File: src/rtl/div_seq_unit.sv
// Multi-cycle radix-2 restoring divider for DIV/DIVU; returns {remainder, quotient} = {HI, LO}.
// Optional macro DIV_ZERO_FAST_EN: a zero divisor completes straight from the capture cycle.
module div_seq_unit #(
    parameter int WIDTH = 32,
    parameter int CNT_W = 6
) (
    input  logic                 clk,
    input  logic                 rst,
    input  logic [WIDTH-1:0]     dividend,
    input  logic [WIDTH-1:0]     divisor,
    input  logic                 start,
    input  logic                 signed_div,
    input  logic                 annul,
    output logic                 stall,
    output logic [2*WIDTH-1:0]   result
);

    typedef enum logic [1:0] {IDLE, BUSY, DONE} state_t;

    state_t            state;
    logic [CNT_W-1:0]  count;
    logic [WIDTH-1:0]  rem_q;
    logic [WIDTH-1:0]  quo_q;
    logic [WIDTH-1:0]  div_mag;
    logic [WIDTH-1:0]  raw_dividend;
    logic              q_sign;
    logic              r_sign;
    logic              div_zero;

    logic              capture;
    logic [WIDTH-1:0]  dividend_abs;
    logic [WIDTH-1:0]  divisor_abs;
    logic [WIDTH:0]    rem_shift;
    logic [WIDTH:0]    rem_diff;
    logic              rem_ge;
    logic [WIDTH-1:0]  rem_next;
    logic [WIDTH-1:0]  quo_next;
    logic [2*WIDTH-1:0] final_result;

    // The shifted partial remainder needs one extra bit so the compare never overflows.
    always_comb begin
        capture      = (state == IDLE) && start && !annul;
        stall        = !rst && !annul && (((state == IDLE) && start) || (state == BUSY));
        dividend_abs = (signed_div && dividend[WIDTH-1]) ? -dividend : dividend;
        divisor_abs  = (signed_div && divisor[WIDTH-1])  ? -divisor  : divisor;
        rem_shift    = {rem_q, quo_q[WIDTH-1]};
        rem_diff     = rem_shift - {1'b0, div_mag};
        rem_ge       = (rem_shift >= {1'b0, div_mag});
        rem_next     = rem_ge ? rem_diff[WIDTH-1:0] : rem_shift[WIDTH-1:0];
        quo_next     = {quo_q[WIDTH-2:0], rem_ge};
        if (div_zero) begin
            final_result = {raw_dividend, {WIDTH{1'b1}}};
        end else begin
            final_result = {(r_sign ? -rem_next : rem_next),
                            (q_sign ? -quo_next : quo_next)};
        end
    end

    always_ff @(posedge clk) begin
        if (rst) begin
            state        <= IDLE;
            count        <= '0;
            rem_q        <= '0;
            quo_q        <= '0;
            div_mag      <= '0;
            raw_dividend <= '0;
            q_sign       <= 1'b0;
            r_sign       <= 1'b0;
            div_zero     <= 1'b0;
            result       <= '0;
        end else if (annul) begin
            state <= IDLE;
        end else begin
            case (state)
                IDLE: begin
                    if (capture) begin
                        rem_q        <= '0;
                        quo_q        <= dividend_abs;
                        div_mag      <= divisor_abs;
                        raw_dividend <= dividend;
                        q_sign       <= signed_div && (dividend[WIDTH-1] ^ divisor[WIDTH-1]);
                        r_sign       <= signed_div && dividend[WIDTH-1];
                        div_zero     <= (divisor == '0);
                        count        <= '0;
`ifdef DIV_ZERO_FAST_EN
                        if (divisor == '0) begin
                            result <= {dividend, {WIDTH{1'b1}}};
                            state  <= DONE;
                        end else begin
                            state <= BUSY;
                        end
`else
                        state <= BUSY;
`endif
                    end
                end
                BUSY: begin
                    rem_q <= rem_next;
                    quo_q <= quo_next;
                    count <= count + 1'b1;
                    if (count == CNT_W'(WIDTH - 1)) begin
                        result <= final_result;
                        state  <= DONE;
                    end
                end
                DONE: begin
                    state <= IDLE;
                end
                default: begin
                    state <= IDLE;
                end
            endcase
        end
    end

endmodule

File: config.mk
export PLATFORM = sky130hd
export DESIGN_NAME = div_seq_unit
export DESIGN_NICKNAME = d
export VERILOG_FILES = /design/src/rtl/div_seq_unit.sv
export SDC_FILE = /design/constraint.sdc
export NUM_CORES = 1
export LEC_CHECK = 0
export CAP_MARGIN = 20
export CORE_ASPECT_RATIO = 1.2
export CORE_MARGIN = 1.5
export CORE_UTILIZATION = 62
export CTS_CLUSTER_DIAMETER = 80
export CTS_CLUSTER_SIZE = 14
export DETAILED_ROUTE_END_ITERATION = 6
export HOLD_SLACK_MARGIN = 0.12
export PLACE_DENSITY = 0.9
export SYNTH_ARGS = -nofsm -noshare
export SYNTH_HDL_FRONTEND = slang
export SYNTH_SLANG_ARGS = --single-unit
export TNS_END_PERCENT = 5
File: constraint.sdc
create_clock -name clk -period 8.6 [get_ports clk]
set_input_delay 2.15 -clock clk [delete_from_list [all_inputs] [get_ports clk]]
set_output_delay 2.15 -clock clk [all_outputs]
set_load 0.005 [all_outputs]
==> results of run 1 <==
-- layout make-up --
| class | count | area [um2] | share of cell area [%] |
|---|---|---|---|
| inverter | 57 | 214 | 1.46 |
| clock buffer | 19 | 475 | 3.25 |
| multi-input combinational | 1317 | 8080 | 55.2 |
| clock inverter | 1 | 8.76 | 0.0599 |
| tap | 265 | 332 | 2.27 |
| sequential | 203 | 4060 | 27.8 |
| timing repair buffer | 147 | 1450 | 9.94 |
-- cell families (layout without fill, tap and decap cells) --
family | count (synthesis) | count (layout) | share of synthesized area [%]
AOI/OAI and AO/OA | 571 | 571 | 28.7
xor gates and xnor gates | 122 | 122 | 8.39
adders and majority gates | 38 | 38 | 3.79
buffers and inverters | 162 | 224 | 4.89
DFF | 203 | 203 | 31.9
muxes | 25 | 25 | 2.00
and+or+nand+nor | 561 | 561 | 20.3
-- path summary, 6_finish.rpt --
check                                       to  slack [ns]  cells after the start
setup / recovery                         stall        2.40                      5
setup reg to reg       result[60]$_SDFFE_PP0P_        3.02                     18
hold / removal    raw_dividend[7]$_SDFFE_PP0P_        0.46                      2
hold reg to reg   raw_dividend[7]$_SDFFE_PP0P_        0.46                      2
-- power groups by stage --
stage | clock, mW | sequential (mW) | combinational (mW)
2_1_floorplan | 0 | 1.01 | 0.310
3_3_place_gp | 0 | 1.01 | 0.422
3_5_place_dp | 0 | 1.01 | 0.435
4_1_cts | 0.734 | 0.994 | 0.439
5_1_grt | 0.768 | 0.998 | 0.488
6_report | 0.733 | 0.995 | 0.445
-- cell usage in the layout (no fill, tap or decap), drive strengths merged, types with 17 or more instances in the layout --
cell type,instances
a211oi,63
a21oi,184
clkbuf,19
clkdlybuf4s50,132
dfxtp,203
ha,37
inv,57
mux2i,21
nand2,203
nand2b,17
nand3,23
nor2,171
nor3,32
o211ai,20
o21ai,147
o31ai,26
or3,30
or4,18
xnor2,46
xor2,76
-- stage by stage --
step,instances,hold slack (ns),worst slack [ns]
floorplan,1682,0.431,3.13
global placement,1988,0.440,2.40
detailed placement,1989,0.445,2.37
CTS,2009,0.455,2.37
global route,2009,0.471,2.30
finish,2009,0.457,2.40
-- synthesized netlist by cell type (11+ instances only) --
cell      instances
inv_1            56
dfxtp_1         203
a211oi_1         63
nand3_1          23
xnor2_1          46
a21oi_1         183
and3_1           11
a31oi_1          13
clkbuf_1         87
o21ai_0         145
a311oi_1         15
mux2i_1          21
nor2_1          171
nand2_1         203
ha_1             37
nor3_1           32
nand2b_1         17
xor2_1           76
or3_1            30
o41ai_1          12
buf_1            11
o31ai_1          25
o211ai_1         20
or4_1            18
-- sequential cells by signal, indices dropped and copies added, names as in the netlist --
register      cells
r_sign            1
quo_q            32
q_sign            1
count             6
rem_q            32
div_zero          1
result           64
div_mag          32
raw_dividend     32
state             2
-- layer usage --
metal	global-route usage [%]	wire (um)
met5	0	0
met1	40.6	14500
met4	17.2	1960
met3	3.97	2460
met2	59.7	18300
-- worst max-delay path, cell delays in order --
cell and delay (ns):
clkdlybuf4s50_1 0.52, nor4b_2 0.43, nor2_4 0.07, nor2_1 0.31
clkdlybuf4s50_1 0.57
==> results.md, run 1 <==
* Status: complete, no violations
* Num CTS Buffers at 18
* Max cap viols at 0
* Post-CTS resize count at 0
* Clock root buffer: clkbuf_16
* CORE AREA at 20200 um2
* Final ANT Viol Nets at 0
* # rows at 57
* Power Density at 149 nW/um2
* H-tree depth at 1
* Worst Path Max Fanout at 7
* Cell taking the most area after synthesis: dfxtp_1
* Post-CTS Setup Bufs at 0
* Drt total wl at 37200 um
* Least-Margin Pin Slew at 1.05 ns
* DR pass1 iterations at 5
* Clk_skew at 0.0143 ns
* EDFF count, synth at 0
* Die area at 21400 um2
* Worst-path clk slew at 0.07 ns
* Static Leak at 5.50 nW
* First-pass GRT wire length at 59800 um
* WP data required at 6.45 ns
* Tot Pwr at 2.17 mW
* Syn_area_per_cell at 7.57 um2
* Fmax achieved at 161 MHz
* Period Utilization, post-route at 72.1%
* Clock power frac at 33.7%
* Residual DRC at 0
* Crit. Startpoint: annul
* Pint at 1.53 mW
* Unrepaired setup endpoints after global routing: no
* Largest cells by area after synthesis: dfxtp_1 32%, a21oi_1 7.2%, nand2_1 6.0%, o21ai_0 5.7%, xor2_1 5.2%
* Ys async rst share at 0%
* Synth warn at 0
* Setup TNS Final at 0 ns
* Largest net degree at the start of global routing at 97
* CP startpoint kind: input port
* Crit path DAT at 4.05 ns
* Die Ht at 160 um
* Detailed Place HPWL at 27400 um
* Post-synthesis sequential area ratio at 31.9%
* Switching Share at 29.5%
* Prevailing post-synth register cell: dfxtp_1
* Origin of the worst min-delay path: raw_dividend[7]$_SDFFE_PP0P_
* Slew headroom at 29.6%
* Final hold vios at 0
* Syn_nets at 1789
* NetSw at 0.641 mW
* GR Overflow Total at 0
* Synth Instances at 1682
* CTS tree: done
* N_diodes at 0
* Area after DPL at 14100 um2
* RePlAce Congestion at 1.01
* Critical path class: input port to output pin
* Clock sink total at 203
* Max Root-Sink Buffers at 3
* Filler instances at 1587
* Min Tclk post-route at 6.20 ns
* Vias per cell at 6.36
* Initial Util at 63.1%
* Final setup violating endpoints at 0
* R2R Path Start: div_mag[8]$_SDFFE_PP0P_
* Fin. max-slew vios at 0
* Final instance area at 14600 um2
* Port bufs at 133
* Total Routing Usage GR at 34.0%
* Comb power frac at 20.5%
* 1st-iter DRT viols at 1122
* Hold Buf Count CTS at 0
* Clk_lat worst skew at 0.49 ns
* Count of state elements after synthesis at 203
* Area share of the largest cell type after synthesis at 31.9%
* WL/cell at 18.5 um
* Initial antenna violation count at 0
* Fin nets at 1851
* Cell variety after synth at 81
* Die width at 134 um
* Fraction of layout cells with a size suffix above 1 at 4.01%
* Final Util at 72.5%
* CP endpoint kind: output pin
* Reg power frac at 45.8%
* Vias in the first global route at 12000
* Worst IR Drop VDD at 0.126 mV
* Vias after detailed routing at 12800
* Io pins at 134
* Hold crit path type: flop to flop
* Cell area after synthesis at 12700 um2
* Layout area overhead at 14.9%
(Power assumes the default switching activity.)
==> run 2: changes to the inputs <==
--- a/config.mk
+++ b/config.mk
@@ -8,12 +8,12 @@
 export CAP_MARGIN = 20
 export CORE_ASPECT_RATIO = 1.2
 export CORE_MARGIN = 1.5
-export CORE_UTILIZATION = 62
+export CORE_UTILIZATION = 58
 export CTS_CLUSTER_DIAMETER = 80
 export CTS_CLUSTER_SIZE = 14
 export DETAILED_ROUTE_END_ITERATION = 6
 export HOLD_SLACK_MARGIN = 0.12
-export PLACE_DENSITY = 0.9
+export PLACE_DENSITY = 0.85
 export SYNTH_ARGS = -nofsm -noshare
 export SYNTH_HDL_FRONTEND = slang
 export SYNTH_SLANG_ARGS = --single-unit
==> constraint.sdc (replaced) <==
create_clock -name clk -period 6.25 [get_ports clk]
set_input_delay 1.5625 -clock clk [delete_from_list [all_inputs] [get_ports clk]]
set_output_delay 1.5625 -clock clk [all_outputs]
set_load 0.005 [all_outputs]
==> run 2 against run 1 <==
Net effect: core utilization decreased by 4.7 points; hold slack got worse by 0.0020 ns; global-route usage decreased by 3.1 points; sequential cell count unchanged; design area increased by 0.23%; cell count increased by 0.70%; clock power increased by 41%; count of clock-buffer cells in the layout increased by 1; combinational power increased by 38%; worst setup slack got worse by 1.3 ns; wire length increased by 0.16%; critical endpoint is now result[60]$_SDFFE_PP0P_; largest power group unchanged.
==> results.md, run 2 (synthesized netlist as in run 1, its figures left out) <==
* Status: complete, no violations
* Reg2reg path depth at 18
* First-pass GRT wire length at 58500 um
* Fmax achieved at 195 MHz
* Area after DPL at 14200 um2
* Num CTS Buffers at 18
* Most frequent cells in the layout: 203 x nand2_1, 203 x dfxtp_1, 183 x a21oi_1
* Vias in the first global route at 11800
* Fin nets at 1855
* Clock power frac at 34.1%
* Worst-case hold path end point: div_mag[31]$_SDFFE_PP0P_
* Port bufs at 133
* RePlAce Congestion at 0.958
* Vias after detailed routing at 12800
* Residual DRC at 0
* Worst IR Drop VDD at 0.224 mV
* Die area at 22900 um2
* Filler instances at 1830
* # rows at 59
* H-tree depth at 1
* Setup TNS Final at 0 ns
* Clk_lat worst skew at 0.49 ns
* Final Util at 67.8%
* Worst flop-to-flop path endpoint: result[60]$_SDFFE_PP0P_
* Layout area overhead at 15.1%
* Critical path class: flop to flop
* Io pins at 134
* Period Utilization, post-route at 82.1%
* R2R Setup Slk at 1.12 ns
* Initial antenna violation count at 0
* Max cap viols at 0
* CORE AREA at 21600 um2
* CTS tree: done
* Initial Util at 58.9%
* Reg area at 4060 um2
* Area of the multi-input gates at 8080 um2
* WL/cell at 18.4 um
* Total Routing Usage GR at 30.8%
* Clock root buffer: clkbuf_16
* WP data required at 6.60 ns
* Detailed Place HPWL at 27900 um
* Least-Margin Pin Slew at 0.963 ns
* CP startpoint kind: flop
* Biggest register: result
* Hold crit path type: flop to flop
* GR Overflow Total at 0
* Max reg flops at 64
* Max Root-Sink Buffers at 3
* Worst-path clk slew at 0.07 ns
* Worst Path Max Fanout at 17
* Fin. max-slew vios at 0
* Drt total wl at 37200 um
* Pint at 2.12 mW
* Unrepaired setup endpoints after global routing: no
* Final ANT Viol Nets at 0
* DR pass1 iterations at 6
* Clk_skew at 0.0182 ns
* Die width at 138 um
* Vias per cell at 6.31
* Final instance area at 14700 um2
* N_diodes at 0
* CP endpoint kind: flop
* Crit path DAT at 5.48 ns
* Reg power frac at 45.4%
* Min Tclk post-route at 5.13 ns
* R2R Path Start: rem_q[3]$_SDFFE_PP0P_
* Post-CTS Setup Bufs at 0
* Static Leak at 5.52 nW
* NetSw at 0.891 mW
* Fraction of layout cells with a size suffix above 1 at 4.29%
* Post-CTS resize count at 0
* Largest net degree at the start of global routing at 97
* Origin of the worst min-delay path: div_mag[31]$_SDFFE_PP0P_
* Clock sink total at 203
* Switching Share at 29.6%
* Die Ht at 165 um
* Final hold vios at 0
* Hold Buf Count CTS at 0
* 1st-iter DRT viols at 939
* Power Density at 205 nW/um2
* Final setup violating endpoints at 0
* Slew headroom at 35.8%
* Comb power frac at 20.4%
* Hold path depth at 2
-- run 2: stage by stage --
| step | total power, mW | setup WS, ns | hold slack (ns) | cells |
|---|---|---|---|---|
| 6_report | 3.01 | 1.12 | 0.455 | 2023 |
| 5_1_grt | 3.13 | 0.778 | 0.480 | 2023 |
| 4_1_cts | 3.00 | 1.19 | 0.454 | 2023 |
| 3_5_place_dp | 2.00 | 0.946 | 0.445 | 2002 |
| 3_3_place_gp | 1.98 | 1.09 | 0.439 | 2002 |
| 2_1_floorplan | 1.81 | 1.33 | 0.431 | 1682 |
-- run 2: cell type report --
class	count	share of cell area (%)
repair buffers	151	9.99
inverters	57	1.46
clock buffers	20	3.34
clock inverters	1	0.0512
flip-flops and latches	203	27.7
well taps	274	2.34
multi-input cells	1317	55.1
-- run 2: worst max-delay path by stage --
stage	from	slack, ns	endpoint
5_1_grt	rem_q[3]$_SDFFE_PP0P_	0.78	result[62]$_SDFFE_PP0P_
4_1_cts	rem_q[3]$_SDFFE_PP0P_	1.19	result[60]$_SDFFE_PP0P_
3_3_place_gp	divisor[0]	1.09	div_mag[27]$_SDFFE_PP0P_
6_report	rem_q[3]$_SDFFE_PP0P_	1.12	result[60]$_SDFFE_PP0P_
3_5_place_dp	divisor[0]	0.95	div_mag[27]$_SDFFE_PP0P_
2_1_floorplan	div_mag[1]$_SDFFE_PP0P_	1.33	result[60]$_SDFFE_PP0P_
-- run 2: power groups by stage --
stage / Sequential [mW] / Combinational [mW] / Clock, mW
3_3_place_gp: 1.39 / 0.589 / 0
5_1_grt: 1.37 / 0.672 / 1.09
3_5_place_dp: 1.39 / 0.602 / 0
2_1_floorplan: 1.38 / 0.427 / 0
6_report: 1.37 / 0.615 / 1.03
4_1_cts: 1.37 / 0.607 / 1.03
-- run 2: critical path, stage by stage (launching register included) --
cell       delay [ns]
dfxtp_1          0.45
ha_1             0.37
a21o_1           0.26
a31oi_2          0.32
a2111oi_4        0.17
o31ai_2          0.39
nand2_1          0.12
buf_4            0.21
o21ai_0          0.38
ha_1             0.31
nor4b_1          0.33
nand2_1          0.09
nor3_1           0.15
a31o_2           0.16
o2111ai_1        0.25
nand4bb_1        0.43
o211a_1          0.29
o21ai_0          0.20
a21oi_1          0.09
-- run 2: per-layer routing --
metal / up-vias / track usage (%) / part of all wire (%)
li1: 6185 / - / -
met1: 6024 / 36.7 / 40
met2: 467 / 55.2 / 49
met3: 93 / 2.91 / 5.4
met4: 0 / 16.6 / 4.9
met5: - / 0 / 0
